## src/rtl/filter_pkg.sv

```systemverilog
// Shared types and helpers for the filter window scheduler.
package filter_pkg;

  typedef enum logic [2:0] {
    ST_IDLE,
    ST_KRST,
    ST_KGEN,
    ST_RUN,
    ST_FIN
  } state_e;

  localparam int DEF_SIZE  = 5;
  localparam int DEF_IMG_W = 640;
  localparam int DEF_IMG_H = 480;
  localparam int DEF_XW    = $clog2(DEF_IMG_W);
  localparam int DEF_YW    = $clog2(DEF_IMG_H);

  // Half kernel edge: window extends this far either side of its centre.
  function automatic int half_of(input int size);
    return (size - 1) / 2;
  endfunction

  // Coordinate width, never below one bit.
  function automatic int cw(input int n);
    return (n > 1) ? $clog2(n) : 1;
  endfunction

endpackage

```

## src/rtl/raster_counter.sv

```systemverilog
// Raster-order (x, y) counter; wraps to (0,0) after the last position.
module raster_counter import filter_pkg::*; #(
  parameter int W = 8,
  parameter int H = 6
) (
  input  logic             clk,
  input  logic             reset,
  input  logic             inc,
  input  logic             clear,
  output logic [cw(W)-1:0] x,
  output logic [cw(H)-1:0] y,
  output logic             last
);
  localparam int XW = cw(W);
  localparam int YW = cw(H);

  logic [XW-1:0] x_q, x_d;
  logic [YW-1:0] y_q, y_d;
  logic          x_end, y_end;

  assign x_end = (x_q == XW'(W - 1));
  assign y_end = (y_q == YW'(H - 1));

  always_comb begin
    x_d = x_q;
    y_d = y_q;
    if (clear) begin
      x_d = '0;
      y_d = '0;
    end else if (inc) begin
      if (x_end) begin
        x_d = '0;
        y_d = y_end ? '0 : y_q + 1'b1;
      end else begin
        x_d = x_q + 1'b1;
      end
    end
  end

  always_ff @(posedge clk or negedge reset) begin
    if (!reset) begin
      x_q <= '0;
      y_q <= '0;
    end else begin
      x_q <= x_d;
      y_q <= y_d;
    end
  end

  assign x    = x_q;
  assign y    = y_q;
  assign last = x_end & y_end;

endmodule

```

## src/rtl/filter_sched.sv

```systemverilog
// Frame scheduler: kernel generation, line-buffer fill and window issue
// for a SIZE x SIZE convolution over an IMG_W x IMG_H raster stream.
module filter_sched import filter_pkg::*; #(
  parameter int SIZE  = DEF_SIZE,
  parameter int IMG_W = DEF_IMG_W,
  parameter int IMG_H = DEF_IMG_H
) (
  input  logic                 clk,
  input  logic                 reset,
  input  logic                 start,
  output logic                 busy,
  output logic                 done,
  output logic                 kern_reset,
  output logic                 kern_enable,
  input  logic                 kern_done,
  input  logic                 pix_in_valid,
  output logic                 pix_in_ready,
  output logic                 line_wr_en,
  output logic [cw(SIZE)-1:0]  line_wr_row,
  output logic [cw(IMG_W)-1:0] line_wr_col,
  output logic                 win_valid,
  input  logic                 win_ready,
  output logic [cw(IMG_W)-1:0] win_x,
  output logic [cw(IMG_H)-1:0] win_y,
  output logic                 win_border
);
  localparam int H  = half_of(SIZE);
  localparam int XW = cw(IMG_W);
  localparam int YW = cw(IMG_H);
  localparam int RW = cw(SIZE);

  localparam logic [XW:0] HX   = (XW+1)'(H);
  localparam logic [YW:0] HY   = (YW+1)'(H);
  localparam logic [XW:0] XMAX = (XW+1)'(IMG_W - 1);
  localparam logic [YW:0] YMAX = (YW+1)'(IMG_H - 1);

  state_e state_q, state_d;
  logic   exh_q, exh_d;
  logic   wv_q, wv_d;
  logic   wb_q, wb_d;

  logic [XW-1:0] ix, ox;
  logic [YW-1:0] iy, oy;
  logic          in_last, out_last;
  logic          in_hs, win_hs, run, cnt_clear;

  logic [XW:0] ix_w, ox_w, ox_h, tx;
  logic [YW:0] iy_w, oy_w, oy_h, ty;
  logic        avail, border;

  assign run       = (state_q == ST_RUN);
  assign cnt_clear = ~run;

  raster_counter #(.W(IMG_W), .H(IMG_H)) u_in_cnt (
    .clk(clk), .reset(reset), .inc(in_hs), .clear(cnt_clear),
    .x(ix), .y(iy), .last(in_last)
  );

  raster_counter #(.W(IMG_W), .H(IMG_H)) u_out_cnt (
    .clk(clk), .reset(reset), .inc(win_hs), .clear(cnt_clear),
    .x(ox), .y(oy), .last(out_last)
  );

  // One extra bit on every coordinate so +H and the compares never wrap.
  assign ix_w = {1'b0, ix};
  assign iy_w = {1'b0, iy};
  assign ox_w = {1'b0, ox};
  assign oy_w = {1'b0, oy};
  assign ox_h = ox_w + HX;
  assign oy_h = oy_w + HY;
  assign tx   = (ox_h > XMAX) ? XMAX : ox_h;
  assign ty   = (oy_h > YMAX) ? YMAX : oy_h;

  // Counters only ever see pixels from earlier cycles, so this is "already accepted".
  assign avail  = exh_q | (iy_w > ty) | ((iy_w == ty) & (ix_w > tx));
  assign border = (ox_w < HX) | (oy_w < HY) | (ox_h > XMAX) | (oy_h > YMAX);

  assign pix_in_ready = run & ~exh_q & (iy_w <= oy_h);
  assign in_hs        = pix_in_valid & pix_in_ready;
  assign win_hs       = wv_q & win_ready;

  assign line_wr_en  = in_hs;
  assign line_wr_row = RW'(32'(iy) % 32'(SIZE));
  assign line_wr_col = ix;

  always_comb begin
    state_d = state_q;
    unique case (state_q)
      ST_IDLE: if (start) state_d = ST_KRST;
      ST_KRST: state_d = ST_KGEN;
      ST_KGEN: if (kern_done) state_d = ST_RUN;
      ST_RUN:  if (win_hs && out_last) state_d = ST_FIN;
      ST_FIN:  state_d = ST_IDLE;
      default: state_d = ST_IDLE;
    endcase
  end

  always_comb begin
    exh_d = exh_q;
    if (!run)                exh_d = 1'b0;
    else if (in_hs && in_last) exh_d = 1'b1;
  end

  // A window is offered only from an idle slot, so x/y/border never move under a stall.
  always_comb begin
    wv_d = wv_q;
    wb_d = wb_q;
    if (!run || win_hs) begin
      wv_d = 1'b0;
      wb_d = 1'b0;
    end else if (!wv_q && avail) begin
      wv_d = 1'b1;
      wb_d = border;
    end
  end

  always_ff @(posedge clk or negedge reset) begin
    if (!reset) begin
      state_q <= ST_IDLE;
      exh_q   <= 1'b0;
      wv_q    <= 1'b0;
      wb_q    <= 1'b0;
    end else begin
      state_q <= state_d;
      exh_q   <= exh_d;
      wv_q    <= wv_d;
      wb_q    <= wb_d;
    end
  end

  assign busy        = (state_q != ST_IDLE);
  assign done        = (state_q == ST_FIN);
  assign kern_reset  = (state_q == ST_KRST);
  assign kern_enable = (state_q == ST_KGEN);
  assign win_valid   = wv_q;
  assign win_x       = ox;
  assign win_y       = oy;
  assign win_border  = wb_q;

endmodule

```

## config.mk

```make
export PLATFORM = sky130hd
export DESIGN_NAME = filter_sched
export DESIGN_NICKNAME = d
export VERILOG_FILES = /design/src/rtl/filter_pkg.sv /design/src/rtl/raster_counter.sv /design/src/rtl/filter_sched.sv
export SDC_FILE = /design/constraint.sdc
export NUM_CORES = 1
export LEC_CHECK = 0
export ABC_CLOCK_PERIOD_IN_PS = 7300
export BUFFER_PORTS_ARGS = -buffer_cell sky130_fd_sc_hd__buf_2
export CORE_AREA = 5 5 125 80
export DETAILED_ROUTE_END_ITERATION = 10
export DIE_AREA = 0 0 130 85
export HOLD_SLACK_MARGIN = 0.06
export PLACE_DENSITY = 0.88
export RECOVER_POWER = 50
export SYNTH_ARGS = -nofsm -noshare
export SYNTH_HDL_FRONTEND = slang
export SYNTH_SLANG_ARGS = --single-unit
```

## constraint.sdc

```tcl
create_clock -name clk -period 7.3 [get_ports clk]
set_clock_uncertainty 0.15 [all_clocks]
set_input_delay 1.095 -clock clk [delete_from_list [all_inputs] [get_ports clk]]
set_output_delay 1.095 -clock clk [all_outputs]
set_load 0.02 [all_outputs]
```

-- Word-level counts from Yosys, hierarchy flattened
Index checks and enable logic that the tools add are counted.
- register bits: 44
- bits of input ports: 6
- output and inout bits: 40
- logic and storage cells: 90
- add/subtract/negate cells: 6
- div/mod/pow operators: 1
- order comparisons: 7
- equal/unequal tests: 17
- mux-type cells: 26
- bitwise logic cells: 13
- reductions and logical operators: 12
- operator list (cell ; count):
    $mux 9 ; 8
    $mux 10 ; 7
    $mod 9x3->32 const B ; 1
    $add 10x1->10 const B ; 2
    $eq 10x10->1 const B ; 2
    $add 9x1->9 const B ; 2
    $eq 9x9->1 const B ; 2
    $pmux 3 s4 ; 1
    $add 10x2->11 const B ; 1
    $gt 10x11->1 ; 1
    $gt 11x10->1 const B ; 1
    $mux 11 ; 1
    $add 9x2->10 const B ; 1
    $eq 9x10->1 ; 1
    $gt 10x9->1 const B ; 1
    $gt 9x10->1 ; 1
    $le 9x10->1 ; 1
    $lt 10x2->1 const B ; 1
    $ne 2x1->1 const B ; 5
    $lt 9x2->1 const B ; 1
    $mux 3 ; 3
    $and 1x1->1 ; 7
    $eq 3x2->1 const B ; 2
    $mux 1 ; 6
    13 further kinds ; 23

-- Depth between registers and ports, before layout
Gate-level depths: netlist (run 1).
- depth in word-level cells: 9
- mapped depth: 24

-- Modules after synthesis
From an unflattened synthesis (run 1), not the netlist that was laid out.
- cell total of the unflattened synthesis: 624
- area, all modules: 5119.9 sq um
- modules (own cells, without submodules) (module ; instances ; cells each ; area an instance (sq um) ; sequential area each (sq um)):
    filter_sched ; 1 ; 418 ; 3040.4 ; 150.1
    raster_counter ; 2 ; 103 ; 1039.7 ; 475.5

-- Worst setup path after synthesis (run 1)
OpenSTA, ideal clock, no wires.
- kind: flip-flop to output port
- start: register u_in_cnt.y_q[7], in the netlist u_in_cnt.y[7]
- end: output port line_wr_row[1]
- arrival: 5245 ps
- required time: 6055 ps
- slack: 810 ps
- cell stages (with the launch flop): 24
- path buffers: 2
- path through: dfrtp_1 > buf_2 > nor2_2 > inv_1 > ha_1 > nand2b_1 > buf_6 > a211o_4 > o21ai_4 > nor2_2 > o41ai_4 > a22oi_4 > and3_1 > or2_2 > ha_1 > a311o_1 > nor4b_4 > xnor2_1 > ha_1 > inv_1 > o311ai_0 > a22oi_1 > nand3_2 > mux2i_1
- longest elaborated chain between the ends: 1
- ends and longest elaborated chain (what ; RTL line ; RTL):
    from (decl) ; raster_counter.sv:18 ; logic [YW-1:0] y_q, y_d;
    from (signal assigned) ; raster_counter.sv:46 ; y_q <= y_d;
    $mod 9x3->32 ; filter_sched.sv:83 ; assign line_wr_row = RW'(32'(iy) % 32'(SIZE));
    to (decl) ; filter_sched.sv:19 ; output logic [cw(SIZE)-1:0] line_wr_row,
No other way between the ends.

-- Final worst setup path (run 1)
- start: register u_in_cnt.y_q[6], in the netlist u_in_cnt.y[6]
- end: output port line_wr_row[1]
The elaborated chain is that of the path after synthesis.

==> results.cfg, run 1 <==
[global_route]
gr-total-overflow = 0
grt_pass1_vias = 4809
grt_util_all_layers = 0.2647
antenna_found_initial = 0
grt_max_degree = 45
grt_pass1_wl_um = 24090

[floorplanning]
fp.dieArea_um2 = 11050
rows = 27
start_util = 0.5860
die_y_um = 85
coreArea_um2 = 8783
boundaryPins = 46
die_w_um = 130

[critical_path]
crit_arrival_ns = 5.68
path_max_fanout = 8
critPathLaunchType = flop
end_kind = primary output
cp.required_ns = 6.05
critical_path_class = flop to primary output

[sta]
fin_crit_sh = 0.9490
hold_ws_ns = 0.4146
fmax_mhz = 144.3
tightestPinTransition_ns = 2.428
finalCriticalPeriod_ns = 6.928
tns_ns = 0
rsz0062_at_grt = false
slew-limit-headroom = -0.6187
slew_viol_final = 45
hold_viol_final = 0
setup_viol_count_final = 0

[drt]
drc_errors = 0
wl_per_cell_um = 18.61
routed_wl_um = 14780
ant_nets = 0
viasPerCell = 6.646
num_vias = 5277
drtIter0Drc = 792
dr.pass1.iters = 6

[clock_tree]
tritoncts = built
ctsHoldBuffers = 0
cts.sink_count = 44
root_buffer = clkbuf_16
insertion_delay_ns = 0.29
cts-buffers-inserted = 5
clock_path_buffers = 2
clk_pin_slew_worst_paths_ns = 0.06
htree_num_levels = 2

[synth]
syn_inst = 654
synth_top_family_by_area = simple AND/OR/NAND/NOR gates
yosysWarnings = 0
ys_seq_area_frac = 0.2139
synth_edf_count = 0
synth_top_cell_by_area = dfrtp_1
synthAdderAreaFrac = 0.1094
ys_seq_elements = 44
synthSimpleGateAreaFrac = 0.2980
synth_area_leaders = dfrtp_1 21%, ha_1 11%, nor2_1 5.2%
syn_area_um2 = 5147
synth_compound_area_frac = 0.2543
ys_types = 90
syn-num-nets = 705
post_synth_mux_area_share = 0.01580
synth-main-ff-cell = dfrtp_1
synth_top_area_frac = 0.2139
async_flop_share = 1.000
syn_area_per_cell_um2 = 7.871
yosys.area_share.xor_xnor = 0.05615

[layout]
nNetsFinal = 728
area_growth_pct = 7.608
drive_above_1_share = 0.1150
diodes = 0

[power]
finalPower_mw = 0.7211
power.density_nw_per_um2 = 130.2
p_leak_nw = 2.302
peakVddDrop_uv = 178.1

[place]
gp_congestion = 0.9776
port_buffers = 45
hpwl_um = 10830

[run_status]
violations = max-capacitance violations, max-slew violations
outcome = finished with violations

[hold_path]
hold_class = flop to flop

[flow_run]
maxCapViolCount = 1
## timing repair
item	in CTS	in global routing
hold endpoints to repair	0	0
buffers inserted	0	3
endpoints found under the setup margin	0	3
gates resized for setup	0	3
## critical path, stage by stage (launching register included)
cell and delay, ns:
dfrtp_1 0.38, nor2_2 0.17, inv_1 0.10, ha_1 0.35, nand2b_2 0.29, a211o_4 0.41
o21ai_4 0.18, nor2_2 0.06, o41ai_4 0.41, a22oi_4 0.14, and3_1 0.23, or2_2 0.32
ha_1 0.20, a311o_1 0.33, nor4b_4 0.35, xnor2_1 0.22, ha_1 0.20, inv_1 0.05
o311ai_0 0.33, a22oi_1 0.18, nand3_2 0.13, mux2i_1 0.18, buf_2 0.18
## power breakdown
| part | total, mW | switching [mW] | internal [mW] |
|---|---|---|---|
| sequential | 0.293 | 0.0359 | 0.257 |
| combinational | 0.195 | 0.110 | 0.0849 |
| clock | 0.232 | 0.0956 | 0.137 |
## through the flow
| stage | std cells | setup slack, ns | util | instance area (um2) |
|---|---|---|---|---|
| final | 794 | 0.3723 | 0.6306 | 5539 |
| after global placement | 783 | 0.7435 | 0.6128 | 5383 |
| after detailed placement | 783 | 0.4495 | 0.6128 | 5383 |
| after global routing | 794 | 0.03941 | 0.6306 | 5539 |
| after CTS | 791 | 0.1180 | 0.6295 | 5529 |
| after floorplan | 654 | 0.8104 | - | 5147 |
## worst paths after layout
path	startpoint	to	slack (ns)	depth (start not counted)
worst max-delay path	u_in_cnt.y[6]	line_wr_row[1]	0.37	22
worst min-delay path	state_q[2]	state_q[1]	0.41	1
worst max register to register	u_out_cnt.x[2]	win_border	2.44	22
worst min register to register	state_q[2]	state_q[1]	0.41	1
max in group asynchronous	reset	u_in_cnt.y[2]	4.23	1
min in group asynchronous	reset	u_out_cnt.x[9]	1.40	1
## cells in the mapped netlist, drive strengths merged (16+ instances only)
cell type,number
xnor2,16
nand4,19
nor3,17
dfrtp,44
o21ai,42
nand2,53
inv,20
ha,45
nand3,33
clkbuf,24
nor2,75
xor2,17
a21oi,30
## flip-flops by register name, indices dropped and copies added, names as in the netlist
name and flops:
exh_q 1, u_in_cnt.y 9, u_out_cnt.x 10, win_border 1, state_q 3, u_in_cnt.x 10
u_out_cnt.y 9, win_valid 1
## cells in the final DEF (no fill, tap or decap), drive strengths merged, types with 12 or more instances in the layout
| master | count |
|---|---|
| a21oi | 30 |
| and3 | 15 |
| buf | 35 |
| clkbuf | 28 |
| dfrtp | 44 |
| ha | 45 |
| inv | 20 |
| nand2 | 53 |
| nand3 | 33 |
| nand4 | 19 |
| nor2 | 75 |
| nor2b | 12 |
| nor3 | 17 |
| o21a | 13 |
| o21ai | 42 |
| xnor2 | 16 |
| xor2 | 17 |
## layout make-up
cell class | instances | area, um2
Inverter | 22 | 82.58
Fill cell | 746 | 3244
Tap cell | 116 | 145.1
Clock buffer | 8 | 146.4
Sequential cell | 44 | 1101
Timing Repair Buffer | 55 | 275.3
Multi-Input combinational cell | 549 | 3789
## metal layers
layer  vias to the layer above  track usage  part of all wire  wire, um
met5                         -            0                 0         0
met1                      2516       0.3965              0.45      6715
met3                        18      0.08365              0.11      1631
li1                       2467            -                 -         -
met2                       276       0.3749              0.43      6318
met4                         0      0.04528            0.0077       114
## cells by family (layout without fill, tap and decap cells)
family,Yosys count,in the layout
xor gates and xnor gates,33,33
DFF,44,44
adders and majority gates,45,45
AOI/OAI and AO/OA,176,176
buffers and inverters,61,85
and+or+nand+nor,287,287
muxes,8,8
Power figures use the tool's default switching activity.
==> run 2, diff against run 1 <==
Settings changed: ABC_AREA from default to 1, ABC_CLOCK_PERIOD_IN_PS 7300 to 6700, CORE_AREA 5 5 125 80 to 5 5 122 78, DIE_AREA 0 0 130 85 to 0 0 127 83.
Clock period 7.3 ns to 6.7 ns, I/O delays scaled along.
==> results.cfg, run 2 <==
[critical_path]
slowest_stage = dfrtp_2
cp.required_ns = 5.54
path_buf_inv = 5
end_kind = primary output
crit_arrival_ns = 5.18
slowest_delay_ns = 0.45
critical_path_class = flop to primary output
cpLargestDelayFamily = simple AND/OR/NAND/NOR gates
critPathLaunchType = flop
path_max_fanout = 7

[clock_tree]
clock_path_buffers = 2
tritoncts = built
htree_num_levels = 2
root_buffer = clkbuf_16
clk_pin_slew_worst_paths_ns = 0.06
ctsHoldBuffers = 0
insertion_delay_ns = 0.30
cts.sink_count = 44
cts-buffers-inserted = 5

[synth]
yosysWarnings = 0
synth-main-ff-cell = dfrtp_1
ys_seq_area_frac = 0.2272
yosysMostFrequentCell = nand2_1
synth_top_area_frac = 0.2272
syn_inst = 743
synth.top_cells.by_count = 154 x nand2_1, 111 x inv_1, 81 x nor2_1
synth_area_leaders = dfrtp_1 23%, nand2_1 12%, ha_1 12%
ys_types = 48
syn_area_per_cell_um2 = 6.524
syn-num-nets = 794
synth_top_cell_by_area = dfrtp_1
ys_seq_elements = 44
syn_area_um2 = 4847
synth_edf_count = 0
async_flop_share = 1.000

[power]
power.density_nw_per_um2 = 166.8
peakVddDrop_uv = 220.3
finalPower_mw = 0.9174
p_leak_nw = 2.923

[layout]
final_cells = 913
register_area_um2 = 1104
layout_common_cells = 151 x nand2_1, 111 x inv_1, 79 x nor2_1, 66 x nand3_1, 48 x o21ai_0
area_growth_pct = 13.45
final_common_cell = nand2_1
design_area_um2 = 5499
nNetsFinal = 851
fill_cells = 718
drive_above_1_share = 0.1323
diodes = 0
fin_util = 0.6655
multi_input_comb_area_um2 = 3293

[drt]
wl_per_cell_um = 14.93
routed_wl_um = 13630
drtIter0Drc = 516
viasPerCell = 5.751
num_vias = 5251
drc_errors = 0
ant_nets = 0
dr.pass1.iters = 5

[sta]
fmax_mhz = 157.8
hold_ws_ns = 0.3999
layout_setup_ws_ns = 0.3626
slew_viol_final = 45
tns_ns = 0
hold_viol_final = 0
slew-limit-headroom = -0.6676
finalCriticalPeriod_ns = 6.337
fin_crit_sh = 0.9459
tightestPinTransition_ns = 2.501
setup_viol_count_final = 0

[hold_path]
hold_class = flop to flop

[global_route]
gr-total-overflow = 0
grt_pass1_wl_um = 22690
antenna_found_initial = 0
grt_max_degree = 45
grt_pass1_vias = 4894
grt_util_all_layers = 0.2530

[place]
hpwl_um = 10470
port_buffers = 45
dp.cells = 896
dpl_worst_slack_ns = 0.4047
gp_congestion = 0.9294
dpl_cell_area_um2 = 5197

[floorplanning]
fp.dieArea_um2 = 10540
rows = 26
coreArea_um2 = 8263
start_util = 0.5866
boundaryPins = 46
die_y_um = 83
die_w_um = 127

[run_status]
violations = max-capacitance violations, max-slew violations
outcome = finished with violations

[flow_run]
maxCapViolCount = 1
[run 2: final cells by class]
cell class | instances | share of cell area
clock buffer | 6 | 0.02526
timing repair buffer | 58 | 0.05529
multi-input combinational | 563 | 0.5989
sequential | 44 | 0.2007
clock inverter | 2 | 0.007053
inverter | 128 | 0.08737
tap | 112 | 0.02548
[run 2: per-layer routing]
metal / vias up / routed length [um] / global-route usage / share of wire
met5: - / 0 / 0 / 0
met4: 0 / 206 / 0.06621 / 0.015
met2: 226 / 5870 / 0.3695 / 0.43
li1: 2557 / - / - / -
met3: 21 / 1123 / 0.05321 / 0.082
met1: 2447 / 6426 / 0.3759 / 0.47
[run 2: kinds of logic after synthesis]
family          Yosys count  synth area share
xor+xnor                 24           0.04337
buf+inv                 136            0.1084
flops                    44            0.2272
compound gates          111            0.1309
simple gates            383            0.3740
fa+ha+maj                45            0.1162
[run 2: path summary, 6_finish.rpt]
kind	from	to	slack, ns	cells after the start
min in group asynchronous	reset	u_out_cnt.x[2]	1.33	1
max in group asynchronous	reset	u_in_cnt.y[7]	3.46	1
min	win_border	win_border	0.40	2
max reg2reg	u_out_cnt.x[2]	win_border	1.75	25
min reg2reg	win_border	win_border	0.40	2
max	u_in_cnt.y[6]	line_wr_row[2]	0.36	35
[run 2: power breakdown]
group / internal, mW / leakage [nW] / switching [mW]
Clock: 0.187 / 0.0871 / 0.113
Sequential: 0.291 / 0.497 / 0.0371
Combinational: 0.0984 / 2.34 / 0.191
Total: 0.576 / 2.92 / 0.341
[run 2: worst min-delay path: stages (launching register included)]
cell and delay [ns]:
dfrtp_1 0.36, nand3_1 0.09, o31ai_1 0.07
[run 2: timing repair]
| action | 4_1_cts | 5_1_grt |
|---|---|---|
| endpoints found under the setup margin | 0 | 3 |
| resized for setup | 0 | 18 |
| endpoints found under the hold margin | 0 | 0 |
| buffers inserted | 0 | 9 |
